### config.mk
export PLATFORM = sky130hd
export DESIGN_NAME = demux_stream
export DESIGN_NICKNAME = d
export VERILOG_FILES = /design/src/rtl/demux_stream.sv
export SDC_FILE = /design/constraint.sdc
export NUM_CORES = 1
export LEC_CHECK = 0
export CORE_MARGIN = 5
export CORE_UTILIZATION = 55
export CTS_CLUSTER_SIZE = 12
export DETAILED_ROUTE_END_ITERATION = 16
export HOLD_SLACK_MARGIN = 0.03
export PLACE_DENSITY_LB_ADDON = 0.1
export SLEW_MARGIN = 10
export SYNTH_ARGS = -nofsm -noshare
export SYNTH_HDL_FRONTEND = slang
export SYNTH_SLANG_ARGS = --single-unit
export TNS_END_PERCENT = 30
### constraint.sdc
create_clock -name clk -period 5.2 [get_ports clk]
set_input_delay 1.04 -clock clk [delete_from_list [all_inputs] [get_ports clk]]
set_output_delay 1.04 -clock clk [all_outputs]
set_load 0.05 [all_outputs]
### src/rtl/demux_stream.sv
// demux_stream: routes a valid/ready input stream to one of N output channels
// (or to all of them on broadcast). Each channel owns a small FIFO so that a
// stalled consumer only blocks beats addressed to its own channel.
// Beats addressed to a channel index >= N are accepted and counted as drops.
module demux_stream #(
    parameter  int WIDTH = 8,
    parameter  int N     = 4,
    parameter  int DEPTH = 2,
    localparam int SELW  = (N > 1) ? $clog2(N) : 1
) (
    input  logic                 clk,
    input  logic                 rst_n,
    input  logic                 in_valid,
    output logic                 in_ready,
    input  logic [WIDTH-1:0]     in_data,
    input  logic [SELW-1:0]      in_sel,
    input  logic                 in_bcast,
    output logic [N-1:0]         out_valid,
    input  logic [N-1:0]         out_ready,
    output logic [N*WIDTH-1:0]   out_data,
    output logic [7:0]           drop_cnt
);

    localparam int PTRW = (DEPTH > 1) ? $clog2(DEPTH) : 1;
    localparam int CNTW = $clog2(DEPTH + 1);

    localparam logic [CNTW-1:0] DEPTH_C  = CNTW'(DEPTH);
    localparam logic [PTRW-1:0] PTR_LAST = PTRW'(DEPTH - 1);
    localparam logic [SELW:0]   N_EXT    = (SELW + 1)'(N);

    logic         in_range;
    logic         sel_not_full;
    logic         accept;
    logic         drop_inc;
    logic [N-1:0] not_full;
    logic [N-1:0] push;

    // A select can only be out of range when N is not a power of two.
    assign in_range = ({1'b0, in_sel} < N_EXT);

    // Ready is built from registered occupancy only, so out_ready never
    // reaches in_ready combinationally; a pop frees space one cycle later.
    always_comb begin
        sel_not_full = 1'b0;
        push         = '0;
        for (int k = 0; k < N; k++) begin
            if (in_sel == SELW'(k)) begin
                sel_not_full = not_full[k];
            end
        end
        if (in_bcast) begin
            in_ready = &not_full;
        end else if (in_range) begin
            in_ready = sel_not_full;
        end else begin
            in_ready = 1'b1;
        end
        accept   = in_valid & in_ready;
        drop_inc = accept & ~in_bcast & ~in_range;
        for (int k = 0; k < N; k++) begin
            push[k] = accept & (in_bcast | (in_range & (in_sel == SELW'(k))));
        end
    end

    // Saturating count of beats discarded for an out-of-range select.
    always_ff @(posedge clk or negedge rst_n) begin
        if (!rst_n) begin
            drop_cnt <= 8'd0;
        end else if (drop_inc && (drop_cnt != 8'hFF)) begin
            drop_cnt <= drop_cnt + 8'd1;
        end
    end

    for (genvar g = 0; g < N; g++) begin : g_ch
        logic [WIDTH-1:0] mem [DEPTH];
        logic [PTRW-1:0]  wr_ptr;
        logic [PTRW-1:0]  rd_ptr;
        logic [CNTW-1:0]  occ;
        logic             pop;

        assign not_full[g]  = (occ < DEPTH_C);
        assign out_valid[g] = (occ != '0);
        assign pop          = out_valid[g] & out_ready[g];
        assign out_data[g*WIDTH +: WIDTH] = mem[rd_ptr];

        // Occupancy and wrapping pointers; push and pop together keep occupancy.
        always_ff @(posedge clk or negedge rst_n) begin
            if (!rst_n) begin
                wr_ptr <= '0;
                rd_ptr <= '0;
                occ    <= '0;
            end else begin
                if (push[g]) begin
                    wr_ptr <= (wr_ptr == PTR_LAST) ? '0 : wr_ptr + PTRW'(1);
                end
                if (pop) begin
                    rd_ptr <= (rd_ptr == PTR_LAST) ? '0 : rd_ptr + PTRW'(1);
                end
                if (push[g] && !pop) begin
                    occ <= occ + CNTW'(1);
                end else if (!push[g] && pop) begin
                    occ <= occ - CNTW'(1);
                end
            end
        end

        // Payload storage is not reset; out_valid qualifies the head entry.
        always_ff @(posedge clk) begin
            if (push[g]) begin
                mem[wr_ptr] <= in_data;
            end
        end
    end

endmodule

-- Yosys cells after proc, flatten, opt, wreduce, memory -nomap -nowiden
Memory sizes are Yosys's and may differ from the RTL's.
Index checks and enable logic that the tools add are counted.
- input port bits: 18
- memories kept: 4
- bits in writable memories: 64
- register bits after elaboration: 16
- bitwise logic cells: 13
- equality and inequality tests: 3
- magnitude comparators: 4
- $add $sub $neg: 16
- mux-type cells: 29
- reduce and logical (&&, ||, !) cells: 26
- memory list (name ; words ; bits a word ; read ports ; clocked after Yosys merged registers in ; write ports ; RTL line ; text):
    g_ch[0].mem ; 2 ; 8 ; 1 ; 0 ; 1 ; 75 ; logic [WIDTH-1:0] mem [DEPTH];
    g_ch[1].mem ; 2 ; 8 ; 1 ; 0 ; 1 ; 75 ;
    g_ch[2].mem ; 2 ; 8 ; 1 ; 0 ; 1 ; 75 ;
    g_ch[3].mem ; 2 ; 8 ; 1 ; 0 ; 1 ; 75 ;
- operators with widths (cell ; count):
    $mux 1 ; 21
    $mux 2 ; 8
    $reduce_bool 2->1 ; 8
    $and 1x1->1 ; 9
    $add 1x1->1 const B ; 8
    $add 2x1->2 const B ; 4
    $logic_and 1x1->1 ; 8
    $logic_not 1->1 ; 8
    $lt 2x2->1 const B ; 4
    $sub 2x1->2 const B ; 4
    $eq 2x2->1 const B ; 2
    $or 1x1->1 ; 4
    $reduce_and 4->1 ; 1
    $eq 2x1->1 const B ; 1
    $logic_not 2->1 ; 1

-- Depth between registers and ports, before layout
- depth in word-level cells: 12
- mapped depth: 7
- mapped depth without buffers: 7

-- Worst setup path after synthesis
OpenSTA, ideal clock, no wires.
- path kind: input port to output port
- start: in in_sel[1]
- end: out in_ready
- path slack: 2.378 ns
- cell stages on the path: 3
- data required time: 4.160 ns
- buffers on the path: 0
- arrival: 1.782 ns
- path through: mux2i_1 > a22oi_4 > nand2_1
- word-level cells in the longest chain between the ends: 6
- RTL lines (what ; RTL line ; text):
    start, declared ; 16 ; input logic [SELW-1:0] in_sel,
    $logic_not 2->1 ; 47 ; if (in_sel == SELW'(k)) begin
    $mux 1 (3 in series) ; 47 ;
    $mux 1 * ; 47 ;
    $mux 1 * ; 51 ; if (in_bcast) begin
    end, declared ; 14 ; output logic in_ready,
Mark *: on every way between the ends. The rest lies on a longest branch, timed or not.

-- Worst setup path after layout
Same ends and word-level chain as after synthesis.

==> impl_metrics.toml <==
[status]
status = "finished clean"

[clock_network]
clk_latency_ns = 0.34
cts.clk_slew.worst_paths_ns = 0.07
cts-root-buf = "clkbuf_8"
ctsResizeCount = 0
cts_setup_buffers = 0
cts_hold_buffers = 0
numCtsBuffers = 9
clock_sinks = 80
cts_max_path_buffers = 2
htree_levels = 3
cts_tree = "yes"

[final_layout]
antenna_cells = 0
final_common_cell = "edfxtp_1"
regArea_mm2 = 0.00232
layout.nets = 270
fill_cells = 393
syn_to_final_growth_pct = 25.5
fin_area_mm2 = 0.00409
final_cell_mix = "64 x edfxtp_1, 54 x clkdlybuf4s50_1, 32 x mux2_2"
multi_input_area_um2 = 892
final_layout_size_suffix_gt1_share_pct = 22.9

[detailed_routing]
drt-wirelength-per-cell_um = 17.3
drtPass1Iterations = 4
vias = 1654
remaining_drc_errors = 0
wl_um = 5670
via_per_inst = 5.04
drtIter0Drc = 90
ant_nets = 0

[pwr]
ir_drop_v = 0.000341
power.total_mw = 2.42
p_leak_nw = 1.49
p_per_area_mw_per_mm2 = 591

[hold_path]
worstHoldPathCells = 1
hold_path_end = "g_ch[3].wr_ptr"
hold_path.class = "flop to flop"
min_from = "g_ch[3].wr_ptr"

[floorplan]
die_h_um = 87.0
dieArea_mm2 = 0.00757
die_width_um = 87.0
rows = 28
ios = 63
coreArea_mm2 = 0.00585
initial_core_util_pct = 55.8

[sta]
fin_crit_ns = 4.03
rsz0062_at_grt = "no"
fmax_ghz = 0.248
slew_violations = 0
tightest_slew_ns = 0.774
fin_skew_ns = 0.0122
period_share_pct = 77.6
fin_hold_ws_ns = 0.485
finalSetupTns_ns = 0
final_hold_viol_count = 0
worst_slack_ns = 1.17
finalSetupViolations = 0
slew_headroom_pct = 48.2

[flow_run]
cap_violations = 0

[setup_path]
cp_max_fo = 6
r2r-start = "g_ch[0].occ[1]"
critPathCaptureType = "primary output"
max_stage_delay_ns = 0.80
crit_chain = "clkdlybuf4s50_1, mux2i_1, a22oi_4, nand2_1, clkdlybuf4s50_1"
r2r_cells = 4
cp_top_family = "buffers and inverters"
startpoint_type = "input pin"
reg2reg_to = "g_ch[1].mem[0][3]"
cp.arrival_ns = 2.99
cp_num_buf_inv = 2
timing.reg2reg.setup_slack_ns = 2.97
path_class = "input pin to primary output"
critical_path.most_common_cell = "clkdlybuf4s50_1"
cp.required_ns = 4.16
slowest_stage = "clkdlybuf4s50_1"

[global_routing]
grt_overflow = 0
grt_pass1_vias = 1724
grt_usage_pct = 16.7
grt_pass1_wl_um = 9100
antenna_found_initial = 0
grt_max_degree = 17

[yosys]
syn_inst = 188
synth_warnings = 0
ys_types = 23
netlist_area_mm2 = 0.00326
synth_seq_cells = 80
ys_seq_area_share_pct = 71.2
syn_avg_cell_area_um2 = 17.4

[place]
hpwl_um = 3880
place_area_mm2 = 0.00385
place_ws_ns = 1.17
portBuffers = 54
place_congestion = 0.711
worst max path at each step:
stage                     startpoint       end  slack, ns  cells after the start
after floorplan            in_sel[1]  in_ready       2.38                      3
after detailed placement   in_sel[1]  in_ready       1.17                      5
after global routing       in_sel[1]  in_ready       1.08                      5
final                      in_sel[1]  in_ready       1.17                      5
after CTS                  in_sel[1]  in_ready       1.16                      5
after global placement     in_sel[1]  in_ready       1.19                      5
cells by family after synthesis:
| kind of cell | share of synthesized area (%) |
|---|---|
| buffers and inverters | 2.30 |
| multiplexers | 11.3 |
| flip-flops | 71.2 |
| AO/OA/AOI/OAI | 2.72 |
| XOR/XNOR | 5.37 |
| other | 0.115 |
| AND/OR/NAND/NOR | 5.44 |
| adder cells (fa/ha/maj) | 1.53 |
registers in the layout (all words and copies together) (netlist names):
register and cells:
g_ch.rd_ptr 4, g_ch.occ 8, g_ch.mem 64, g_ch.wr_ptr 4
worst reg2reg max path, stage by stage (launching register included):
cell	delay, ns
dfrtp_1	0.45
nor4_4	0.37
a31oi_4	0.11
a21oi_2	0.28
nor2b_1	0.65
report_power, final:
group	internal (mW)	leakage (nW)	switching, mW
clock network	0.332	0.124	0.217
registers	0.805	0.766	0.126
logic	0.376	0.602	0.563
routing by layer:
metal | track usage, % | wire length [um]
met3 | 3.41 | 263
met1 | 20.9 | 2340
met5 | 0 | 0
met4 | 7.65 | 114
met2 | 28.1 | 2950
area by class of cell:
class	instances	area share, %
Tap cell	75	2.29
Sequential cell	80	56.7
Multi-Input combinational cell	103	21.8
Clock inverter	5	2.54
Timing Repair Buffer	54	13.2
Clock buffer	11	3.45
Yosys cell counts (all sizes together):
master / number / area [um2]
edfxtp: 64 / 1920
mux2: 32 / 360
dfrtp: 16 / 400
xor2: 12 / 105
buf: 8 / 60.1
nor2: 8 / 30.0
xnor2: 8 / 70.1
nand2: 5 / 18.8
nor2b: 5 / 31.3
a21oi: 4 / 31.3
and2: 4 / 25.0
clkbuf: 4 / 15.0
ha: 4 / 50.1
or2: 4 / 25.0
o21ai: 3 / 15.0
a22oi: 1 / 21.3
a31oi: 1 / 21.3
and2b: 1 / 7.51
conb: 1 / 3.75
mux2i: 1 / 10.0
nor3b: 1 / 18.8
nor4: 1 / 21.3
through the flow:
step	utilization [%]	cells
2_1_floorplan	-	195
3_3_place_gp	65.8	312
5_1_grt	70.0	328
4_1_cts	70.0	328
6_report	70.0	328
3_5_place_dp	65.8	312
(Power assumes the default switching activity.)
